### config.mk
export PLATFORM = sky130hd
export DESIGN_NAME = btn_debounce
export DESIGN_NICKNAME = d
export VERILOG_FILES = /design/src/rtl/btn_debounce.sv
export SDC_FILE = /design/constraint.sdc
export NUM_CORES = 1
export LEC_CHECK = 0
export ABC_CLOCK_PERIOD_IN_PS = 2900
export CORE_ASPECT_RATIO = 0.75
export CORE_MARGIN = 2
export CORE_UTILIZATION = 60
export DETAILED_ROUTE_END_ITERATION = 12
export DONT_BUFFER_PORTS = 1
export PLACE_DENSITY = 0.76
export SETUP_SLACK_MARGIN = 0.2
export SYNTH_ARGS = -nofsm -noshare
export SYNTH_HDL_FRONTEND = slang
export SYNTH_SLANG_ARGS = --single-unit
### constraint.sdc
create_clock -name clock -period 2.9 [get_ports clock]
set_clock_uncertainty 0.15 [all_clocks]
set_input_delay 0.29 -clock clock [delete_from_list [all_inputs] [get_ports clock]]
set_output_delay 0.29 -clock clock [all_outputs]
set_load 0.02 [all_outputs]
### src/rtl/btn_debounce.sv
// Button conditioner: two-flop synchroniser, per-channel debounce counter, clean level and press/release strobes.
// Build option BTN_DEBOUNCE_ACTIVE_LOW_EN inverts the pins so that pin low reads as pressed.
module btn_debounce #(
  parameter int unsigned WIDTH           = 7,
  parameter int unsigned DEBOUNCE_CYCLES = 250000,
  parameter int unsigned CNT_W           = 24
) (
  input  logic             clock,
  input  logic             reset,
  input  logic [WIDTH-1:0] btn,
  output logic [WIDTH-1:0] level,
  output logic [WIDTH-1:0] press,
  output logic [WIDTH-1:0] released
);

  localparam logic [CNT_W-1:0] CNT_LAST = CNT_W'(DEBOUNCE_CYCLES - 1);
  localparam logic [CNT_W-1:0] CNT_ONE  = CNT_W'(1);

  logic [WIDTH-1:0] pins;
  logic [WIDTH-1:0] s1;
  logic [WIDTH-1:0] s2;
  logic [CNT_W-1:0] cnt      [WIDTH];
  logic [CNT_W-1:0] cnt_nx   [WIDTH];
  logic [WIDTH-1:0] level_nx;
  logic [WIDTH-1:0] press_nx;
  logic [WIDTH-1:0] released_nx;

  // Pin polarity: internal logic always works with 1 = pressed.
`ifdef BTN_DEBOUNCE_ACTIVE_LOW_EN
  assign pins = ~btn;
`else
  assign pins = btn;
`endif

  // Synchroniser, counters and output registers.
  always_ff @(posedge clock) begin
    if (reset) begin
      s1       <= '0;
      s2       <= '0;
      level    <= '0;
      press    <= '0;
      released <= '0;
      for (int unsigned i = 0; i < WIDTH; i++) begin
        cnt[i] <= '0;
      end
    end else begin
      s1       <= pins;
      s2       <= s1;
      level    <= level_nx;
      press    <= press_nx;
      released <= released_nx;
      for (int unsigned i = 0; i < WIDTH; i++) begin
        cnt[i] <= cnt_nx[i];
      end
    end
  end

  // Debounce decision: a differing sample advances the count, a matching one restarts it.
  always_comb begin
    level_nx    = level;
    press_nx    = '0;
    released_nx = '0;
    for (int unsigned i = 0; i < WIDTH; i++) begin
      cnt_nx[i] = cnt[i];
    end
    for (int unsigned i = 0; i < WIDTH; i++) begin
      if (s2[i] == level[i]) begin
        cnt_nx[i] = '0;
      end else if (cnt[i] == CNT_LAST) begin
        level_nx[i]    = s2[i];
        cnt_nx[i]      = '0;
        press_nx[i]    = s2[i];
        released_nx[i] = ~s2[i];
      end else begin
        cnt_nx[i] = cnt[i] + CNT_ONE;
      end
    end
  end

endmodule

==> results of run 1 <==
## power breakdown
group	leakage [nW]	switching (mW)	internal [mW]
Clock	0.323	1.05	1.47
Combinational	0.827	0.0377	0.0234
Sequential	1.64	0.00696	2.80
## flip-flops by register name, summed over array words and instances, names as in the netlist
| signal | flops |
|---|---|
| cnt | 168 |
| level | 7 |
| press | 7 |
| released | 7 |
| s1 | 7 |
| s2 | 7 |
## layer usage
| layer | GRT usage, % | routed length (um) | up-vias |
|---|---|---|---|
| met1 | 31.68 | 8997 | 3356 |
| met4 | 6.103 | 422 | 0 |
| li1 | - | - | 3723 |
| met2 | 33.79 | 7276 | 109 |
| met5 | 0 | 0 | - |
| met3 | 4.007 | 677 | 30 |
## synthesized netlist by cell type (14+ instances only)
cell	n	area [um2]
sky130_fd_sc_hd__inv_1	29	108.9
sky130_fd_sc_hd__nor2_1	118	442.9
sky130_fd_sc_hd__nor3_1	36	180.2
sky130_fd_sc_hd__and3_1	16	100.1
sky130_fd_sc_hd__dfxtp_1	203	4064
sky130_fd_sc_hd__o31ai_1	28	210.2
sky130_fd_sc_hd__clkbuf_1	31	116.4
sky130_fd_sc_hd__xnor2_1	67	586.8
sky130_fd_sc_hd__o21ai_0	34	170.2
sky130_fd_sc_hd__or4_1	35	262.8
sky130_fd_sc_hd__nand2_1	44	165.2
sky130_fd_sc_hd__nor2b_1	15	93.84
sky130_fd_sc_hd__nor4_1	31	193.9
sky130_fd_sc_hd__xor2_1	28	245.2
sky130_fd_sc_hd__nand4_1	51	319.1
sky130_fd_sc_hd__nand2b_1	14	87.58
sky130_fd_sc_hd__or3_1	35	219.0
sky130_fd_sc_hd__a21oi_1	71	355.3
sky130_fd_sc_hd__and4_1	21	183.9
sky130_fd_sc_hd__nand3_1	55	275.3
## area by class of cell
cell class / instances / area share, %
Clock buffer: 26 / 5.754
Clock inverter: 9 / 0.7527
Inverter: 29 / 1.110
Multi-Input combinational cell: 756 / 46.84
Sequential cell: 203 / 41.44
Tap cell: 200 / 2.552
Timing Repair Buffer: 16 / 1.557
## cell usage in the layout (no fill, tap or decap), types with 8 or more instances in the layout
cell / count
sky130_fd_sc_hd__inv_1: 29
sky130_fd_sc_hd__nand4_1: 51
sky130_fd_sc_hd__xnor2_1: 67
sky130_fd_sc_hd__nor2_1: 118
sky130_fd_sc_hd__nor4_1: 31
sky130_fd_sc_hd__or4_1: 35
sky130_fd_sc_hd__dlygate4sd3_1: 8
sky130_fd_sc_hd__and4_1: 21
sky130_fd_sc_hd__nand2_1: 44
sky130_fd_sc_hd__a21oi_1: 71
sky130_fd_sc_hd__xor2_1: 28
sky130_fd_sc_hd__nor3_1: 36
sky130_fd_sc_hd__or2_2: 10
sky130_fd_sc_hd__nor4b_1: 8
sky130_fd_sc_hd__and3_1: 16
sky130_fd_sc_hd__o21ai_0: 33
sky130_fd_sc_hd__or3_1: 35
sky130_fd_sc_hd__nand2b_1: 14
sky130_fd_sc_hd__nand3_1: 55
sky130_fd_sc_hd__o31ai_1: 28
sky130_fd_sc_hd__nor2b_1: 15
sky130_fd_sc_hd__dfxtp_1: 203
sky130_fd_sc_hd__clkbuf_16: 21
## per-stage QoR
step                total power [mW]  hold slack (ns)  std cells  cell area, um2
floorplan                      2.903           0.2638       1027            8927
global placement               2.907           0.2157       1195            9069
detailed placement             2.908           0.2166       1195            9069
CTS                            5.434           0.2925       1239            9807
global route                   5.542           0.3059       1239            9807
finish                         5.380           0.2927       1239            9807
## worst max-delay path: stages, from the launching register on
cell and delay [ns]:
sky130_fd_sc_hd__dfxtp_1 0.37, sky130_fd_sc_hd__ha_1 0.21, sky130_fd_sc_hd__nand4_1 0.31, sky130_fd_sc_hd__nor4_1 0.69
sky130_fd_sc_hd__or3b_2 0.49, sky130_fd_sc_hd__a21oi_1 0.14
## how the worst max path moves through the flow
stage,endpoint,slack [ns],depth (start not counted),from
after global routing,cnt[4][18]$_SDFF_PP0_,0.32,5,cnt[4][0]$_SDFF_PP0_
after global placement,cnt[4][16]$_SDFF_PP0_,0.60,5,cnt[4][0]$_SDFF_PP0_
final,cnt[4][16]$_SDFF_PP0_,0.46,5,cnt[4][0]$_SDFF_PP0_
after CTS,cnt[4][16]$_SDFF_PP0_,0.48,5,cnt[4][0]$_SDFF_PP0_
after floorplan,cnt[4][20]$_SDFF_PP0_,0.79,5,cnt[4][0]$_SDFF_PP0_
after detailed placement,cnt[4][16]$_SDFF_PP0_,0.48,5,cnt[4][0]$_SDFF_PP0_
## cell families after synthesis
family / after synthesis / synth area share [%]
flip-flops: 203 / 45.52
AO/OA/AOI/OAI: 146 / 9.320
buffers and inverters: 68 / 3.027
XOR/XNOR: 95 / 9.320
AND/OR/NAND/NOR: 508 / 31.83
adder cells (fa/ha/maj): 7 / 0.9810
==> out/summary.md, run 1 <==
The worst path in the final design needs a cycle of 2.436 ns, including I/O delays and setup. Of all flip-flops after synthesis, the portion carrying an async set or reset was 0%. The analysis attributes to cell leakage a power of 2.788 nW. The tools report the number of buffers on the longest clock path as 3. For the number of antenna violations at the first check in global routing, the log shows 0.

Yosys mapped a number of flops with a built-in enable equal to 0. In this run, post-CTS hold repair placed 9 buffers. In this run the tightest slew margin relative to its limit is 56.43%. The worst register-to-register path ends at cnt[4][16]$_SDFF_PP0_. Setup repair after global routing left no endpoint under its margin.

The clock root buffer was sky130_fd_sc_hd__clkbuf_16. In the final layout, flip-flops and latches occupy 4064 um2. At the worst endpoint, the arrival time is 2.70 ns. The global-route wire length before repair was 29.19 mm.

In the final layout, the multi-input gates occupy 4593 um2. In the synthesized netlist, the number of instances is 1027. For the total standard cell area after synthesis, the log shows 8927 um2.

The tools report the clock sink count as 203. The tools report the number of CTS-inserted buffers as 21. Clock latency on the worst-skew pair, taken at its later pin, is 0.48 ns.

The area inside the core boundary came out at 14500 um2. For this configuration, the core starts out at a cell density of 61.56%. Of the synthesized area, sequential elements account for 45.52%. The utilization of the core after routing was 67.63%. For this block, the via count after detailed routing is 7218.

Fill cells in the final layout number 1179. The number of antenna diodes in the final layout is 0. The worst hold path cell count was 1.

Prevailing post-synth register cell: sky130_fd_sc_hd__dfxtp_1. The tools report the post-layout net count as 1043. In this run the worst path has a maximum fanout of 9.

The detailed-placement wirelength estimate was 11.66 mm; the number of antenna-violating nets in the routed design was 0. The run gives 41 as the number of distinct library cell variants in the gate-level netlist after synthesis. The vias per cell is 5.826.

The post-CTS setup buffer count was 0; the maximum number of pins on one net before global-route repair was 43. The sort of element at the end of the critical path was a flip-flop. The worst hold path begins at s1[0]$_SDFF_PP0_. Of the cells placed in the final design, the portion with a size suffix greater than 1 is 6.160%. The power density over cell area is 548.6 nW/um2. The overall fraction of global-route tracks in use is 21.93%. The y dimension of the die came out at 109.6 um.

After detailed routing, the number of remaining DRC violations is 0. After floorplanning, the core was divided into 38 placement rows. The tools report the post-cts sizing count as 0. The accumulated negative setup slack was 0 ns.

For this run, the number of Yosys warnings is 0. For this run the aggregate overflow at the end of global routing stands at 0. The transition time at the pin with the least slew margin is 0.6476 ns. The post-synthesis average cell area came out at 8.693 um2. The worst setup path is launched from a flip-flop.

The area of the die came out at 15880 um2. The worst setup path is of the reg2reg kind. Across all register-to-register paths, the minimum setup slack is 0.46 ns. The first-pass iteration count of the detailed router is 5. The startpoint identified for the worst register-to-register timing path is cnt[4][0]$_SDFF_PP0_.

TritonCTS built the clock tree. The register bit count reported by yosys was 203; the setup slack at placement was 0.4812 ns. VDD sags by at most 0.4336 mV. The tools report the number of setup violations in the final report as 0. STA puts the critical path data required time at 3.17 ns. The number of buffer cells added on primary ports was 0. Static timing analysis puts the maximum clock frequency at 410.6 MHz.

The number of DRC markers in iteration 0 is 432. The H-tree level count came out at 1. The max capacitance violation total was 0; the final weighted congestion of routability-driven global placement was 0.8403. Dividing the detail-routed wire length by the instance count gives 14.02 um.

In the finished design, the share of the clock period the worst path needs comes to 83.99%. The relative area change from synthesis to final layout was 9.853%. The width of the die is 144.9 um. The clock-pin slew reported for the worst setup and hold paths after clock tree synthesis was 0.06 ns; the final hold violation count was 0. For the worst setup slack after layout, the log shows 0.4643 ns. The run gives 17.37 mm as the total wirelength of the detailed-routed design.

The worst hold path terminates at s2[0]$_SDFF_PP0_. The max-slew violation total from the final report is 0, and the depth of the worst register-to-register path is 5. The flow ran to the end, and the final reports show no timing, DRC or antenna violations. Counting every net in the synthesized netlist gives 1043. The top-level port count is 30, and the via count of the first global-routing pass is 6422.

The worst min-delay path category was reg2reg.
(Power assumes the default switching activity.)
==> run 2: changes to the inputs <==
--- a/config.mk
+++ b/config.mk
@@ -5,10 +5,11 @@
 export SDC_FILE = /design/constraint.sdc
 export NUM_CORES = 1
 export LEC_CHECK = 0
-export ABC_CLOCK_PERIOD_IN_PS = 2900
+export ABC_AREA = 1
+export ABC_CLOCK_PERIOD_IN_PS = 2100
 export CORE_ASPECT_RATIO = 0.75
 export CORE_MARGIN = 2
-export CORE_UTILIZATION = 60
+export CORE_UTILIZATION = 58
 export DETAILED_ROUTE_END_ITERATION = 12
 export DONT_BUFFER_PORTS = 1
 export PLACE_DENSITY = 0.76
==> constraint.sdc (replaced) <==
create_clock -name clock -period 2.1 [get_ports clock]
set_clock_uncertainty 0.15 [all_clocks]
set_input_delay 0.21 -clock clock [delete_from_list [all_inputs] [get_ports clock]]
set_output_delay 0.21 -clock clock [all_outputs]
set_load 0.02 [all_outputs]
==> run 2 against run 1 <==
  * Sequential cell count unchanged
  * Sequential share of layout area shrank 5.8 points
  * First-iteration DRC count rose by 64%
  * Global-route usage increased by 1.8 points
  * Setup slack got worse by 0.14 ns
  * Critical path type is now in2reg
  * Largest cell class unchanged
  * Largest power group is now the clock network
==> out/summary.md, run 2 <==
The run finished with clean final reports. Subtracting the final worst setup slack from the clock period gives 1.781 ns. At the pin with the least slew margin, the transition time is 0.4715 ns. The proportion of layout cells with a drive suffix above 1 came out at 8.428%. The synthesized design devotes to its leading area cell type 39.40% of total area. Clock tree synthesis found a total of 203 sinks.

In this design, the stage delay of the slowest critical-path cell is 0.72 ns. The top-level port count came out at 30. Setup violations remaining at the end of the flow were counted as 0. For this run, asynchronously set or reset flops after synthesis account for 0%. The first TritonRoute pass finished after 5 iterations.

Setup repair after global routing could not meet its margin everywhere. At the later pin of the worst-skew pair, clock insertion delay measures 0.50 ns. Relative area change from synthesis to final layout: 10.46%. Once the floorplan was initialized, standard cells occupied 58.76% of the core. The setup path with the least slack is of type in2reg. The die is 158.0 um wide. The worst vdd rail ir drop is 0.5146 mV. When the netlist entered floorplanning its net count stood at 1558.

Number of buffers on the longest clock path: 3. The run gives 0 as the number of warning messages in the yosys log. The run gives 0 as the number of antenna violations at the first check in global routing. In this run the worst hold path is classified as in2reg.

The most used flip-flop cell after synthesis is sky130_fd_sc_hd__dfxtp_1. The number of enable flip-flop cells after synthesis is 0. Clock-pin slew was measured on the worst setup and hold paths at 0.06 ns. TritonCTS built the clock tree.

Among all cell types in the netlist, the one instantiated most often is sky130_fd_sc_hd__nand2_1. For this design, the slowest cell found on the critical path is sky130_fd_sc_hd__dlygate4sd3_1. The floorplan step defined a die boundary enclosing 18880 um2. The detail route stage leaves a number of antenna-violating nets equal to 0. The tools report the via count of the first global-routing pass as 8146. Summed over all layers, the global routing overflow is 0.

The number of CTS-inserted buffers was 22. After floorplanning, the core was sized to cover 17550 um2. Leaving out fill and tap cells, the most frequent cell in the layout is sky130_fd_sc_hd__nand2_1.

Routability-driven placement finished with a final weighted congestion of 0.9028. After detailed routing, the number of vias per cell comes to 5.026. Synthesis produced a netlist whose cell count is 1542. The reg2reg setup slack was 0.35 ns; the post-synthesis average cell area was 6.688 um2.

After detailed routing, the number of remaining DRC violations is 0. Max-slew violation total from the final report: 0. Buffers placed on the I/O ports in this run total 0.

The register with the most flip-flops in the final layout is cnt. Period utilization: 84.79%. Measured along the y axis, the die boundary spans 119.5 um. In this run the post-CTS setup repair buffer count came out at 0. The post-layout net count is 1582.

Entering global routing, the biggest net connects 25 pins. The max capacitance violation total is 0. By count the netlist is led by 438 x sky130_fd_sc_hd__nand2_1, 340 x sky130_fd_sc_hd__nor2_1, 203 x sky130_fd_sc_hd__dfxtp_1, 167 x sky130_fd_sc_hd__inv_1, 78 x sky130_fd_sc_hd__nand3_1. The tools report the number of DRC markers in iteration 0 as 708. The library cells used most frequently in the layout, excluding fill and tap cells, are 438 x sky130_fd_sc_hd__nand2_1, 340 x sky130_fd_sc_hd__nor2_1, 203 x sky130_fd_sc_hd__dfxtp_1, 167 x sky130_fd_sc_hd__inv_1, 78 x sky130_fd_sc_hd__nand3_1.

For the worst setup path, the data required time is 2.37 ns. The register with the most flip-flops in the layout has 168 of them. For the worst setup path, the data arrival time is 2.05 ns.

The root buffer cell chosen for the clock tree is sky130_fd_sc_hd__clkbuf_16. The total standard cell area after synthesis is 10310 um2. The first global-routing pass estimated 37.41 mm of wire. The tightest hold path in the finished design has a slack of 0.1709 ns. Of all nets on the critical path, the largest fanout is 24. The logs give 1 for the H-tree level count and 0 for the number of inserted diodes. The worst slew slack as a fraction of its limit came out at 68.56%. For this run, the register share of the synthesized area comes to 39.40%. The power density over cell area is 702.7 nW/um2. Summed over all instances, the cell type with the most area after synthesis is sky130_fd_sc_hd__dfxtp_1. Summed over all cells, the static leakage comes to 3.511 nW. STA classifies the critical path startpoint as an input port. The vias after detailed routing was 9148. STA classifies the critical path endpoint as a flip-flop. The synthesized netlist contains 35 unique library cells. The detailed-placement wirelength estimate came out at 15.62 mm. The floorplan has 42 rows. The critical path goes through dlygate4sd3_1 -> clkinv_4 -> o21ai_0 -> a21oi_1 -> nand2_8 -> a21oi_2. By area the synthesized netlist is led by sky130_fd_sc_hd__dfxtp_1 39%, sky130_fd_sc_hd__nand2_1 16%, sky130_fd_sc_hd__nor2_1 12%, sky130_fd_sc_hd__inv_1 6.1%, sky130_fd_sc_hd__nand3_1 3.8%. Global routing consumed, over all layers together, 23.70% of the routing resources. The final hold violation count was 0; the highest achievable clock rate was 561.6 MHz. In this run, synthesis produced a sequential element count of 203. The average wire length per cell after detail routing is 12.08 um, and the total wirelength of the detailed-routed design is 21.99 mm.

For the final routed database, the setup TNS stands at 0 ns.
[run 2: cell count changes in the layout (fill, tap and decap cells not counted), sizes merged, moves of 34 or more]
| cell | before | now |
|---|---|---|
| inv | 30 | 171 |
| nand2 | 44 | 451 |
| nand4 | 53 | 19 |
| nor2 | 118 | 380 |
| or3 | 35 | 0 |
| or4 | 38 | 0 |
| xnor2 | 67 | 32 |
[run 2: per-layer routing]
metal	vias to the layer above	wire length [um]	track usage (%)
li1	4811	-	-
met5	-	0	0
met2	242	9278	36.09
met3	41	1214	3.493
met1	4054	10970	35.14
met4	0	526	6.025
[run 2: what timing repair did]
| action | in CTS | in global routing |
|---|---|---|
| setup endpoints to repair | 0 | 86 |
| hold buffers | 11 | 0 |
| gates resized for setup | 0 | 7 |
| endpoints found under the hold margin | 28 | 0 |
[run 2: kinds of logic (layout without fill, tap and decap cells)]
logic type                 Yosys count  in the layout  synth area share [%]
and+or+nand+nor                    980            980                 40.58
DFF                                203            203                 39.40
buffers and inverters              188            224                 8.092
AOI/OAI and AO/OA                  102            102                 5.811
xor gates and xnor gates            62             62                 5.265
adders and majority gates            7              7                0.8492
[run 2: cell type report]
class | count | area, um2
Clock buffer | 27 | 630.6
Multi-Input combinational cell | 1151 | 5455
Fill cell | 1586 | 6160
Inverter | 172 | 650.6
Timing Repair Buffer | 16 | 160.2
Sequential cell | 203 | 4064
Tap cell | 242 | 302.8
Clock inverter | 9 | 128.9
[run 2: worst paths after layout]
path / from / to / cells past startpoint
max: reset / cnt[4][22]$_SDFF_PP0_ / 6
min: reset / s1[5]$_SDFF_PP0_ / 2
max reg2reg: cnt[2][0]$_SDFF_PP0_ / cnt[2][17]$_SDFF_PP0_ / 7
min reg2reg: s1[1]$_SDFF_PP0_ / s2[1]$_SDFF_PP0_ / 2
[run 2: power by group]
group          internal, mW  switching, mW  total, mW
logic                0.0341         0.0668      0.101
clock network          2.49           1.54       4.03
registers              3.87        0.00698       3.87
total                  6.39           1.62       8.01
[run 2: stage by stage]
step	util, %	total power, mW	instances	worst slack (ns)	area, um2
after CTS	64.65	8.078	1820	0.2020	11350
after floorplan	-	4.036	1542	0.5409	10310
after global placement	59.69	4.037	1773	0.3387	10480
after detailed placement	59.69	4.039	1773	0.2639	10480
after global routing	64.91	8.255	1820	0.1894	11390
final	64.91	8.005	1820	0.3193	11390
[run 2: critical path: cells and delay by family]
family          cells  cell delay (ns)
simple gates        1             0.20
compound gates      3             0.71
buf+inv             2             0.92
